$ cat src/rtl/fetch_pc_unit.sv
// Program counter and instruction fetch for the multicycle datapath.
// Runs the shared 10-phase counter, a req/ack instruction read, and halts on HALT_WORD.
module fetch_pc_unit #(
  parameter logic [31:0] RESET_PC  = 32'h0000_0000,
  parameter logic [31:0] HALT_WORD = 32'hFFFF_FFFF
) (
  input  logic        clock,
  input  logic        reset,
  input  logic [31:0] next_pc,
  input  logic        imem_ack,
  input  logic [31:0] imem_rdata,
  output logic        imem_req,
  output logic [31:0] imem_addr,
  output logic [31:0] pc,
  output logic [31:0] pc_plus4,
  output logic [31:0] instr,
  output logic        instr_valid,
  output logic [3:0]  phase,
  output logic        halted
);

  // State is carried entirely by {halted, imem_req}; req is only ever high in phase 1.
  localparam logic [1:0] ST_RUN  = 2'b00;
  localparam logic [1:0] ST_WAIT = 2'b01;
  localparam logic [1:0] ST_HALT = 2'b10;

  logic        r_req;
  logic        r_halted;
  logic        r_valid;
  logic [3:0]  r_phase;
  logic [31:0] r_pc;
  logic [31:0] r_pc_plus4;
  logic [31:0] r_instr;
  logic [1:0]  w_state;
  logic [3:0]  w_phase_next;

  assign w_state      = {r_halted, r_req};
  assign w_phase_next = (r_phase == 4'd9) ? 4'd0 : r_phase + 4'd1;

  always_ff @(posedge clock) begin
    if (reset) begin
      r_req      <= 1'b0;
      r_halted   <= 1'b0;
      r_valid    <= 1'b0;
      r_phase    <= 4'd0;
      r_pc       <= RESET_PC;
      r_pc_plus4 <= RESET_PC + 32'd4;
      r_instr    <= 32'd0;
    end else begin
      case (w_state)
        ST_HALT: begin
        end
        ST_WAIT: begin
          // Holding in phase 1 until the memory acknowledges; no timeout.
          if (imem_ack) begin
            r_instr <= imem_rdata;
            r_valid <= 1'b1;
            r_req   <= 1'b0;
            r_phase <= 4'd2;
            if (imem_rdata == HALT_WORD)
              r_halted <= 1'b1;
          end
        end
        default: begin
          r_phase <= w_phase_next;
          case (r_phase)
            4'd0:    r_req      <= 1'b1;
            4'd2:    r_pc_plus4 <= r_pc + 32'd4;
            4'd5:    r_pc       <= next_pc;
            4'd9:    r_valid    <= 1'b0;
            default: begin
            end
          endcase
        end
      endcase
    end
  end

  assign imem_req    = r_req;
  assign imem_addr   = r_pc;
  assign pc          = r_pc;
  assign pc_plus4    = r_pc_plus4;
  assign instr       = r_instr;
  assign instr_valid = r_valid;
  assign phase       = r_phase;
  assign halted      = r_halted;

endmodule
$ cat config.mk
export PLATFORM = sky130hd
export DESIGN_NAME = fetch_pc_unit
export DESIGN_NICKNAME = d
export VERILOG_FILES = /design/src/rtl/fetch_pc_unit.sv
export SDC_FILE = /design/constraint.sdc
export NUM_CORES = 1
export LEC_CHECK = 0
export CORE_ASPECT_RATIO = 1.4
export CORE_UTILIZATION = 31
export CTS_BUF_LIST = sky130_fd_sc_hd__clkbuf_4 sky130_fd_sc_hd__clkbuf_8
export CTS_CLUSTER_DIAMETER = 100
export DETAILED_ROUTE_END_ITERATION = 10
export SETUP_SLACK_MARGIN = 0.5
export SKIP_LAST_GASP = 1
export SYNTH_ARGS = -nofsm -noshare
export SYNTH_HDL_FRONTEND = slang
export SYNTH_SLANG_ARGS = --single-unit
$ cat constraint.sdc
create_clock -name clock -period 2.4 [get_ports clock]
set_input_delay 0.48 -clock clock [delete_from_list [all_inputs] [get_ports clock]]
set_output_delay 0.48 -clock clock [all_outputs]
set_load 0.02 [all_outputs]
Yosys cells after proc, flatten, opt, wreduce, memory -nomap -nowiden
Index checks and enable logic that the tools add are counted.
{"block": "totals", "reg_bits": 103, "input_bits": 67}
{"block": "op_classes", "reduce_logical": 11, "muxes": 9, "addsub": 2, "n_bitwise": 2, "n_eq_ne": 7}
{"op": "$add 32x3->32 const B", "count": 1}
{"op": "$eq 32x32->1 const B", "count": 1}
{"op": "$reduce_and 3->1", "count": 3}
{"op": "$mux 4", "count": 2}
{"op": "$pmux 4 s2", "count": 1}
{"op": "$reduce_and 2->1", "count": 4}
{"op": "$add 4x1->4 const B", "count": 1}
{"op": "$eq 4x2->1 const B", "count": 1}
{"op": "$eq 4x3->1 const B", "count": 1}
{"op": "$eq 4x4->1 const B", "count": 1}
{"op": "$logic_not 4->1", "count": 1}
{"op": "$mux 1", "count": 4}
{"op": "$pmux 1 s2", "count": 2}
{"op": "$reduce_bool 2->1", "count": 2}
{"op": "$eq 2x1->1 const B", "count": 1}
{"op": "$eq 2x2->1 const B", "count": 1}
{"op": "$ne 2x2->1 const B", "count": 1}
{"op": "$not 1->1", "count": 2}
{"op": "$reduce_or 2->1", "count": 1}

Logic depth before layout (Yosys ltp)
{"block": "depth", "depth_word": 4, "mapped_depth": 8, "mapped_depth_nobuf": 6}

Worst setup path after synthesis
Ideal clock, no wire load.
{"block": "synth_path", "path_kind": "reg-to-reg", "start": "register r_req, in the netlist imem_req", "end": "register r_pc_plus4[17], in the netlist pc_plus4[17]", "n_path_buf": 2, "arrival_time_ns": 2.017, "setup_slack_ns": 0.297, "path_stages_with_launch": 9, "path_cell_list": "dfxtp_1 inv_1 ha_1 nor4b_1 and2_1 buf_2 clkbuf_1 nor2_1 a211oi_1"}
{"block": "synth_via", "elab_chain_len": 4}
{"item": "start: declaration", "line": "27", "source": "logic r_req;"}
{"item": "start signal: assignment", "line": "42", "source": "r_req <= 1'b0;"}
{"item": "start signal: assignment", "line": "58", "source": "r_req <= 1'b0;"}
{"item": "start signal: assignment", "line": "67", "source": "4'd0: r_req <= 1'b1;"}
{"item": "$eq 2x1->1 / $eq 2x2->1 (equally long branches)", "line": "50", "source": "case (w_state)"}
{"item": "$reduce_or 2->1 (no line) (*)"}
{"item": "$not 1->1 (no line) (*)"}
{"item": "$reduce_and 2->1 (no line) (*)"}
{"item": "end signal: assignment", "line": "47", "source": "r_pc_plus4 <= RESET_PC + 32'd4;"}
{"item": "end signal: assignment", "line": "68", "source": "4'd2: r_pc_plus4 <= r_pc + 32'd4;"}
{"item": "end: declaration", "line": "32", "source": "logic [31:0] r_pc_plus4;"}
Mark *: on every way between the ends. The rest lies on a longest branch, timed or not.
A chain may end at the register's enable or synchronous reset.

Worst setup path after layout
{"block": "layout_path", "start": "register r_pc_plus4[29], in the netlist pc_plus4[29]", "end": "output port pc_plus4[29]"}
{"item": "end: declaration", "line": "15", "source": "output logic [31:0] pc_plus4,"}
No word-level cell between the ends.

==> qor.yml <==
run_status:
  status: "completed"
sta:
  tightest_slew_ps: 602
  timing.setup.tns_ps: 0
  report.final.slew_viol_count: 0
  hold_ws_ps: 463
  relSlewSlack_pct: 59.8
  rsz0062_at_grt: "true"
  finalClockSkew_ps: 11.1
  post-route-worst-setup-slack_ps: 549
  fin_crit_sh_pct: 77.1
  hold_violations: 0
  fin_crit_ps: 1850
  setup_viol_count_final: 0
  fmax_ghz: 0.540
global_routing:
  grt_pass1_wl_um: 23300
  antenna_found_initial: 0
  grt_pass1_vias: 4548
  grt_max_degree: 53
  grt_usage_pct: 19.0
  grt_overflow: 0
worst_setup_path:
  cp.arrival_ps: 1370
  cp_cell_sequence: "clkdlybuf4s50_1"
  end_kind: "primary output"
  critical_path.endpoint: "pc_plus4[29]"
  cp_top_family: "buffers and inverters"
  rrSetupSlack_ps: 600
  crit_path_max_incr_delay_ps: 620
  crit_path_start_kind: "flop"
  timing.critical_path.from: "pc_plus4[29]"
  rr_worst_depth: 7
  cp_num_cells: 1
  required_ps: 1920
  r2r_start: "imem_req"
  cp_max_fo: 2
  cp_num_buf_inv: 1
  r2r-end: "pc_plus4[31]"
  criticalPathCategory: "reg2out"
  worst_path_max_delay_cell: "clkdlybuf4s50_1"
detailed_routing:
  drt-initial-drc-count: 176
  wirelength_um: 14600
  via_count: 4694
  vias_per_cell: 4.95
  drt_first_pass_iters: 4
  wl_per_cell_um: 15.4
  ant_nets: 0
  drc: 0
yosys:
  yosysWarningCount: 0
  ys_seq_area_share_pct: 44.6
  synth_edf_count: 0
  syn-mean-instance-area_um2: 7.82
  async_reset_ff_share_pct: 0
  ys_ff_latch: 103
  synth_area_um2: 4620
  synthFlopType: "dfxtp_1"
  syn_nets: 661
  yosysUniqueCellTypes: 35
  netlist_instances: 591
final_layout:
  final_cell_mix: "150 x nand2_1, 127 x clkdlybuf4s50_1, 83 x dfxtp_1, 71 x a21oi_1, 68 x dlygate4sd2_1"
  fillCellCount: 1475
  final_common_cell: "nand2_1"
  diodes: 0
  nets: 825
  drive_above_1_share_pct: 9.34
  area_growth_pct: 48.9
place:
  gp_congestion: 0.753
  io_buffers: 201
  place_ws_ps: 410
  dp_hpwl_um: 10800
clock_network:
  clkSinkCount: 103
  clkTransAtPathRegs_ps: 100
  root_buffer: "clkbuf_8"
  tritoncts: "yes"
  h-tree-depth: 3
  clk_path_buf_depth: 2
  clock_latency_ps: 370
  numCtsBuffers: 9
floorplan:
  coreArea_um2: 14500
  die_x_um: 105
  io_pins: 202
  dieArea_um2: 15400
  initial_core_util_pct: 31.9
  rows: 52
  die_h_um: 147
hold_path:
  hold_class: "reg2reg"
  holdPathStages: 2
pwr:
  ir_drop_v: 0.000250
  powerDensity_nw_per_um2: 634
  leakage_nw: 2.62
flow_run:
  maxCapViolCount: 0
==> layer usage <==
layer / GRT usage (%) / part of all wire [%] / up-vias
li1: - / - / 2344
met1: 20.3 / 37 / 2160
met2: 35.1 / 53 / 173
met3: 5.49 / 8.1 / 17
met4: 6.76 / 1.5 / 0
met5: 0 / 0 / -
==> cells in the mapped netlist, types with 2 or more instances <==
| master | n | share of area, % |
|---|---|---|
| nor2b_1 | 5 | 0.68 |
| or3_1 | 3 | 0.41 |
| nor2_1 | 33 | 2.7 |
| clkbuf_1 | 33 | 2.7 |
| a21oi_1 | 71 | 7.7 |
| and3_1 | 2 | 0.27 |
| or2_2 | 2 | 0.27 |
| nand2b_1 | 4 | 0.54 |
| inv_1 | 8 | 0.65 |
| nand2_1 | 151 | 12 |
| or4_1 | 4 | 0.65 |
| nand4_1 | 15 | 2.0 |
| nor4_1 | 20 | 2.7 |
| a211oi_1 | 22 | 3.6 |
| and4_1 | 9 | 1.7 |
| o31ai_1 | 6 | 0.97 |
| a311oi_1 | 7 | 1.3 |
| xor2_1 | 5 | 0.95 |
| nor3_1 | 9 | 0.97 |
| buf_2 | 3 | 0.32 |
| o21bai_1 | 2 | 0.32 |
| and2_1 | 2 | 0.27 |
| ha_1 | 3 | 0.81 |
| nand3_1 | 16 | 1.7 |
| o21ai_0 | 5 | 0.54 |
| xnor2_1 | 9 | 1.7 |
| buf_4 | 32 | 5.2 |
| dfxtp_1 | 103 | 45 |
==> layout make-up <==
class	instances	area (µm²)	area share, %
clock inverters	7	56.3	0.818
repair buffers	222	2140	31.1
multi-input cells	411	2200	32.0
flip-flops and latches	103	2100	30.5
inverters	8	30.0	0.436
clock buffers	9	124	1.80
well taps	189	236	3.43
==> kinds of logic after synthesis <==
family                     synth area share (%)
AOI/OAI and AO/OA                          14.7
xor gates and xnor gates                   2.65
buffers and inverters                      8.96
DFF                                        44.6
and+or+nand+nor                            28.2
adders and majority gates                 0.812
==> worst min path at each step <==
stage                  start             to  slack (ps)
6_report           instr[11]      instr[11]         460
5_1_grt            instr[30]      instr[30]         480
4_1_cts            instr[30]      instr[30]         460
3_5_place_dp       instr[15]      instr[15]         450
3_3_place_gp       instr[16]      instr[16]         440
2_1_floorplan  imem_addr[11]  imem_addr[11]         520
==> metrics by stage <==
stage | power, mW | utilization (%) | instances | cell area (µm²)
after floorplan | 2.73 | - | 591 | 4650
after global placement | 3.34 | 46.0 | 930 | 6670
after detailed placement | 3.35 | 46.0 | 930 | 6670
after CTS | 4.42 | 47.1 | 947 | 6830
after global routing | 4.61 | 47.5 | 949 | 6890
final | 4.36 | 47.5 | 949 | 6890
==> sequential cells by signal (all words and copies together) (netlist names) <==
register     cells
halted           1
imem_addr       32
imem_req         1
instr           32
instr_valid      1
pc_plus4        32
phase            4
==> timing repair <==
item / in CTS / in global routing
cloned: 1 / 0
endpoints found under the setup margin: 81 / 35
hold buffers: 0 / 0
buffers inserted: 0 / 2
pin swaps: 0 / 2
gates resized for setup: 77 / 20
==> power breakdown <==
group / total [mW] / switching [mW] / leakage, nW / internal (mW)
Combinational: 1.32 / 0.698 / 1.69 / 0.621
Clock: 1.02 / 0.629 / 0.0842 / 0.390
Sequential: 2.02 / 0.139 / 0.847 / 1.89
Total: 4.36 / 1.47 / 2.62 / 2.90
Note: power is estimated with default switching activity, not from simulation.
